### config.mk
export PLATFORM = sky130hd
export DESIGN_NAME = sound_event_queue
export DESIGN_NICKNAME = d
export VERILOG_FILES = /design/src/rtl/sound_event_queue.sv
export SDC_FILE = /design/constraint.sdc
export NUM_CORES = 1
export LEC_CHECK = 0
export CAP_MARGIN = 40
export CORE_MARGIN = 4
export CORE_UTILIZATION = 45
export DETAILED_ROUTE_END_ITERATION = 6
export PLACE_DENSITY = 0.69
export SETUP_SLACK_MARGIN = 0.4
export SKIP_LAST_GASP = 1
export SLEW_MARGIN = 10
export SYNTH_ARGS = -nofsm -noshare
export SYNTH_HDL_FRONTEND = slang
export SYNTH_SLANG_ARGS = --single-unit
### constraint.sdc
create_clock -name CLOCK_50 -period 2.45 [get_ports CLOCK_50]
set_input_delay 0.245 -clock CLOCK_50 [delete_from_list [all_inputs] [get_ports CLOCK_50]]
set_output_delay 0.245 -clock CLOCK_50 [all_outputs]
set_load 0.1 [all_outputs]
### src/rtl/sound_event_queue.sv
// rtl/sound_event_queue.sv - event FIFO feeding paced play_start/clip_sel pulses to the playback block
// Optional build macro SND_COALESCE_EN: a move landing on a move already at the FIFO tail is merged.
module sound_event_queue #(
  parameter int DEPTH       = 4,
  parameter int GAP_CYCLES  = 50000,
  parameter int ACK_TIMEOUT = 16
) (
  input  logic                   CLOCK_50,
  input  logic                   reset,
  input  logic                   ev_move,
  input  logic                   ev_wall,
  input  logic                   ev_goal,
  input  logic                   playback_busy,
  output logic                   play_start,
  output logic [1:0]             clip_sel,
  output logic [$clog2(DEPTH):0] q_count,
  output logic [7:0]             drop_cnt,
  output logic                   timeout_err
);

  localparam int AW = $clog2(DEPTH);
  localparam int CW = AW + 1;
  localparam int GW = $clog2(GAP_CYCLES + 1);
  localparam int TW = $clog2(ACK_TIMEOUT + 1);

  localparam logic [1:0] CLIP_MOVE = 2'd0;
  localparam logic [1:0] CLIP_WALL = 2'd1;
  localparam logic [1:0] CLIP_GOAL = 2'd2;

  typedef enum logic [2:0] {
    S_IDLE,
    S_ISSUE,
    S_WAIT_ACK,
    S_PLAYING,
    S_GAP
  } state_t;

  state_t        r_state;
  state_t        w_next_state;

  logic [1:0]    r_mem [DEPTH];
  logic [AW-1:0] r_wr_ptr;
  logic [AW-1:0] r_rd_ptr;
  logic [CW-1:0] r_count;
  logic [7:0]    r_drop_cnt;
  logic          r_play_start;
  logic [1:0]    r_clip_sel;
  logic          r_timeout_err;
  logic [GW-1:0] r_gap_cnt;
  logic [TW-1:0] r_ack_cnt;

  logic          w_any_lo;
  logic          w_prio_drop;
  logic          w_coalesce;
  logic          w_full;
  logic          w_pop;
  logic          w_push;
  logic          w_full_drop;
  logic          w_drop;
  logic          w_wr_en;
  logic [1:0]    w_wr_code;
  logic          w_ack_expire;
  logic          w_load_gap;

`ifdef SND_COALESCE_EN
  logic [AW-1:0] w_tail_idx;
  logic [1:0]    w_tail_code;

  always_comb begin
    w_tail_idx  = r_wr_ptr - AW'(1);
    w_tail_code = r_mem[w_tail_idx];
    w_coalesce  = ev_move & ~ev_wall & ~ev_goal & (r_count != '0) & (w_tail_code == CLIP_MOVE);
  end
`else
  always_comb begin
    w_coalesce = 1'b0;
  end
`endif

  // Only the highest-priority event of a cycle is a write candidate; a goal always wins and flushes.
  always_comb begin
    w_full      = (r_count == CW'(DEPTH));
    w_any_lo    = ev_move | ev_wall;
    w_prio_drop = (ev_goal & w_any_lo) | (ev_wall & ev_move);
    w_push      = ~ev_goal & w_any_lo & ~w_coalesce & (~w_full | w_pop);
    w_full_drop = ~ev_goal & w_any_lo & ~w_coalesce & w_full & ~w_pop;
    w_drop      = w_prio_drop | w_full_drop;
    w_wr_en     = ev_goal | w_push;
    w_wr_code   = ev_goal ? CLIP_GOAL : (ev_wall ? CLIP_WALL : CLIP_MOVE);
  end

  always_comb begin
    w_next_state = r_state;
    w_pop        = 1'b0;
    w_ack_expire = 1'b0;
    case (r_state)
      S_IDLE: begin
        if ((r_count != '0) && (r_gap_cnt == '0) && !playback_busy) begin
          w_pop        = 1'b1;
          w_next_state = S_ISSUE;
        end
      end
      S_ISSUE: begin
        w_next_state = S_WAIT_ACK;
      end
      S_WAIT_ACK: begin
        if (playback_busy) begin
          w_next_state = S_PLAYING;
        end else if (r_ack_cnt == TW'(ACK_TIMEOUT - 1)) begin
          w_ack_expire = 1'b1;
          w_next_state = S_GAP;
        end
      end
      S_PLAYING: begin
        if (!playback_busy) begin
          w_next_state = S_GAP;
        end
      end
      S_GAP: begin
        if (r_gap_cnt == '0) begin
          w_next_state = S_IDLE;
        end
      end
      default: begin
        w_next_state = S_IDLE;
      end
    endcase
    w_load_gap = (w_next_state == S_GAP) && (r_state != S_GAP);
  end

  always_ff @(posedge CLOCK_50) begin
    if (reset) begin
      r_state <= S_IDLE;
    end else begin
      r_state <= w_next_state;
    end
  end

  always_ff @(posedge CLOCK_50) begin
    if (w_wr_en) begin
      r_mem[r_wr_ptr] <= w_wr_code;
    end
  end

  // A goal turns the queue into just itself; a head popped in the same cycle is still issued.
  always_ff @(posedge CLOCK_50) begin
    if (reset) begin
      r_wr_ptr <= '0;
      r_rd_ptr <= '0;
      r_count  <= '0;
    end else if (ev_goal) begin
      r_rd_ptr <= r_wr_ptr;
      r_wr_ptr <= r_wr_ptr + AW'(1);
      r_count  <= CW'(1);
    end else begin
      if (w_push) begin
        r_wr_ptr <= r_wr_ptr + AW'(1);
      end
      if (w_pop) begin
        r_rd_ptr <= r_rd_ptr + AW'(1);
      end
      r_count <= r_count + CW'(w_push) - CW'(w_pop);
    end
  end

  always_ff @(posedge CLOCK_50) begin
    if (reset) begin
      r_drop_cnt <= '0;
    end else if (w_drop && (r_drop_cnt != 8'hFF)) begin
      r_drop_cnt <= r_drop_cnt + 8'd1;
    end
  end

  always_ff @(posedge CLOCK_50) begin
    if (reset) begin
      r_play_start  <= 1'b0;
      r_clip_sel    <= CLIP_MOVE;
      r_timeout_err <= 1'b0;
      r_ack_cnt     <= '0;
      r_gap_cnt     <= '0;
    end else begin
      r_play_start <= w_pop;
      if (w_pop) begin
        r_clip_sel <= r_mem[r_rd_ptr];
      end
      if (w_ack_expire) begin
        r_timeout_err <= 1'b1;
      end
      if (r_state == S_WAIT_ACK) begin
        r_ack_cnt <= r_ack_cnt + TW'(1);
      end else begin
        r_ack_cnt <= '0;
      end
      if (w_load_gap) begin
        r_gap_cnt <= GW'(GAP_CYCLES);
      end else if ((r_state == S_GAP) && (r_gap_cnt != '0)) begin
        r_gap_cnt <= r_gap_cnt - GW'(1);
      end
    end
  end

  assign play_start  = r_play_start;
  assign clip_sel    = r_clip_sel;
  assign q_count     = r_count;
  assign drop_cnt    = r_drop_cnt;
  assign timeout_err = r_timeout_err;

endmodule

==> flow_metrics.env <==
export IMPL_status="finished, violations left"
export IMPL_violations="negative setup slack"
export IMPL_critPathMaxStageDelay_ns=0.33
export IMPL_synthToLayoutAreaGrowth_pct=27.0
export IMPL_synth_top_flop_cell="dfxtp_1"
export IMPL_dpl_worst_slack_ns=-0.259
export IMPL_hold_ws_ns=0.450
export IMPL_portBuffers=20
export IMPL_ant_nets=0
export IMPL_core_area_sq_um=5200
export IMPL_fmax_mhz=398
export IMPL_slew_headroom_pct=61.1
export IMPL_hpwl_mm=3.45
export IMPL_vias=1898
export IMPL_dieArea_sq_um=6680
export IMPL_setup_violations=1
export IMPL_ys_seq_area_share_pct=45.0
export IMPL_synth_edf_count=8
export IMPL_fill_cells=452
export IMPL_yosys_area_top_type="dfxtp_1"
export IMPL_syn_avg_cell_area_sq_um=9.75
export IMPL_die_h_um=81.7
export IMPL_cp_required_ns=2.64
export IMPL_start_util_pct=47.0
export IMPL_power_leakage_nw=1.24
export IMPL_crit_family="adder cells"
export IMPL_crit_path_top_delay_cell="dfxtp_2"
export IMPL_tightestPinTransition_ns=0.582
export IMPL_wl_per_cell_um=12.5
export IMPL_cts_tree="built"
export IMPL_cts_buffers=5
export IMPL_cp_max_fo=3
export IMPL_drt_wl_total_mm=4.70
export IMPL_r2r_cells=14
export IMPL_async_reset_ff_share_pct=0
export IMPL_synth_seq_cells=51
export IMPL_fin_crit_sh_pct=102
export IMPL_viasPerCell=5.05
export IMPL_netlist_cell_type_count=50
export IMPL_hp_class="reg -> reg"
export IMPL_final_common_cell="buf_4"
export IMPL_antenna_cells=0
export IMPL_endpoint_kind="flip-flop"
export IMPL_grt_overflow_total=0
export IMPL_h_tree_depth=2
export IMPL_cp_num_cells=14
export IMPL_cts_hold_buf=0
export IMPL_drt_iter0_markers=91
export IMPL_cts_root_buf="clkbuf_8"
export IMPL_synth_area_leaders="dfxtp_1 (35%), edfxtp_1 (9.8%), nor2_1 (5.7%)"
export IMPL_insertion_delay_ns=0.30
export IMPL_crit_path_frequent_cell="inv_2"
export IMPL_criticalPathCategory="reg -> reg"
export IMPL_fin_skew_ns=0.00442
export IMPL_drcViolationCount=0
export IMPL_r2r_end="q_count[2]"
export IMPL_syn_inst=251
export IMPL_yosys_area_top_type_share_pct=35.2
export IMPL_p_per_area_nw_per_um2=643
export IMPL_cts_sinks=51
export IMPL_clockBufferDepth=2
export IMPL_grt_max_degree=17
export IMPL_yosysWarnings=0
export IMPL_max_vdd_ir_drop_mv=0.458
export IMPL_hold_depth=1
export IMPL_final_cell_mix="buf_4 (48), nor2_1 (36), dfxtp_1 (32)"
export IMPL_final_setup_worst_slack_ns=-0.0602
export IMPL_place_area_sq_um=2900
export IMPL_grt_pass1_wl_mm=8.40
export IMPL_hold_viol=0
export IMPL_reg2reg_from="r_gap_cnt[0]"
export IMPL_hp_start="r_ack_cnt[0]"
export IMPL_finalInstanceArea_sq_um=3110
export IMPL_drv_slew=0
export IMPL_cts_clk_slew_worst_paths_ns=0.09
export IMPL_track_usage_pct=16.1
export IMPL_die_w_um=81.7
export IMPL_rsz0062_at_grt="true"
export IMPL_cp_start_kind="flip-flop"
export IMPL_routabilityCongestion=0.802
export IMPL_arrival_ns=2.70
export IMPL_hold_end="r_ack_cnt[0]"
export IMPL_grt_pass1_vias=1870
export IMPL_path_cells="inv_2, ha_4, nor4b_4, nand4_2, nor2_4, o211ai_1, ha_1, inv_2, ha_4, inv_2, fa_2, xor2_1, xnor2_1, nor3_1"
export IMPL_drive_gt1_share_pct=29.4
export IMPL_rows=26
export IMPL_synth_nets=269
export IMPL_antenna_found_initial=0
export IMPL_io_pins=21
export IMPL_drtPass1Iterations=4
export IMPL_syn_area_sq_um=2450
export IMPL_post_route_min_period_ns=2.51
export IMPL_critical_path_buf_inv_count=3
export IMPL_reg2reg_slack_ns=-0.06
export IMPL_drv_cap=0
export IMPL_nets=323
export IMPL_fin_util_pct=59.7
-- flip-flops by register name, indices dropped and copies added, names as in the netlist --
name,cells
drop_cnt,8
r_mem,8
play_start,1
r_rd_ptr,2
r_state,3
r_ack_cnt,5
r_wr_ptr,2
timeout_err,1
r_gap_cnt,16
clip_sel,2
q_count,3
-- cells in the mapped netlist, drive strengths merged (3+ instances only) --
| master | count |
|---|---|
| xnor2 | 7 |
| or3 | 7 |
| o21ai | 5 |
| clkbuf | 5 |
| xor2 | 14 |
| nand2 | 9 |
| ha | 11 |
| nor3 | 6 |
| inv | 13 |
| mux2i | 5 |
| nand3 | 11 |
| nor4 | 5 |
| and4 | 3 |
| edfxtp | 8 |
| nand3b | 3 |
| dfxtp | 43 |
| nor2 | 38 |
| a21oi | 16 |
| and2 | 5 |
| nand4 | 6 |
-- logic make-up after synthesis --
group	count (synthesis)	share of synthesized area, %
AO/OA/AOI/OAI	33	8.95
buffers and inverters	20	3.43
AND/OR/NAND/NOR	107	24.8
flip-flops	51	45.0
XOR/XNOR	21	7.52
adder cells (fa/ha/maj)	12	6.44
multiplexers	7	3.89
-- final cells by class --
| cell class | instances | area, sq um | share of cell area (%) |
|---|---|---|---|
| multi-input cells | 180 | 1310 | 42.3 |
| flip-flops and latches | 51 | 1120 | 36.0 |
| repair buffers | 54 | 430 | 13.8 |
| clock buffers | 6 | 93.8 | 3.02 |
| well taps | 70 | 87.6 | 2.82 |
| inverters | 13 | 48.8 | 1.57 |
| clock inverters | 2 | 13.8 | 0.443 |
-- metal layers --
metal	part of all wire [%]	track usage, %	vias up
met1	50	21.9	881
met3	2.6	3.95	5
li1	-	-	995
met5	0	0	-
met4	1.2	4.49	0
met2	46	25.4	17
-- worst max path at each step --
stage                       to           from  slack [ns]
floorplan           q_count[2]   r_gap_cnt[1]       -0.17
global placement    q_count[2]  playback_busy       -0.22
detailed placement  q_count[2]  playback_busy       -0.26
CTS                 q_count[2]   r_gap_cnt[1]       -0.09
global route        q_count[2]   r_gap_cnt[0]       -0.24
finish              q_count[2]   r_gap_cnt[0]       -0.06
-- per-stage QoR --
step	std cells	total power, mW	setup TNS [ns]
after global placement	362	1.42	-0.306
after CTS	372	1.98	-0.0852
after global routing	376	2.11	-0.301
after floorplan	251	1.30	-0.202
after detailed placement	362	1.43	-0.390
final	376	2.00	-0.0602
-- where the power goes --
group	internal, mW	switching [mW]	leakage (nW)	total, mW
combinational	0.203	0.305	0.753	0.508
sequential	0.907	0.0436	0.430	0.951
clock	0.263	0.278	0.0563	0.541
-- what timing repair did --
action / CTS / global route
pin swaps: 1 / 1
gates resized for setup: 1 / 11
cloned: 0 / 0
setup endpoints to repair: 17 / 21
setup buffers: 2 / 4
Power figures use the tool's default switching activity.
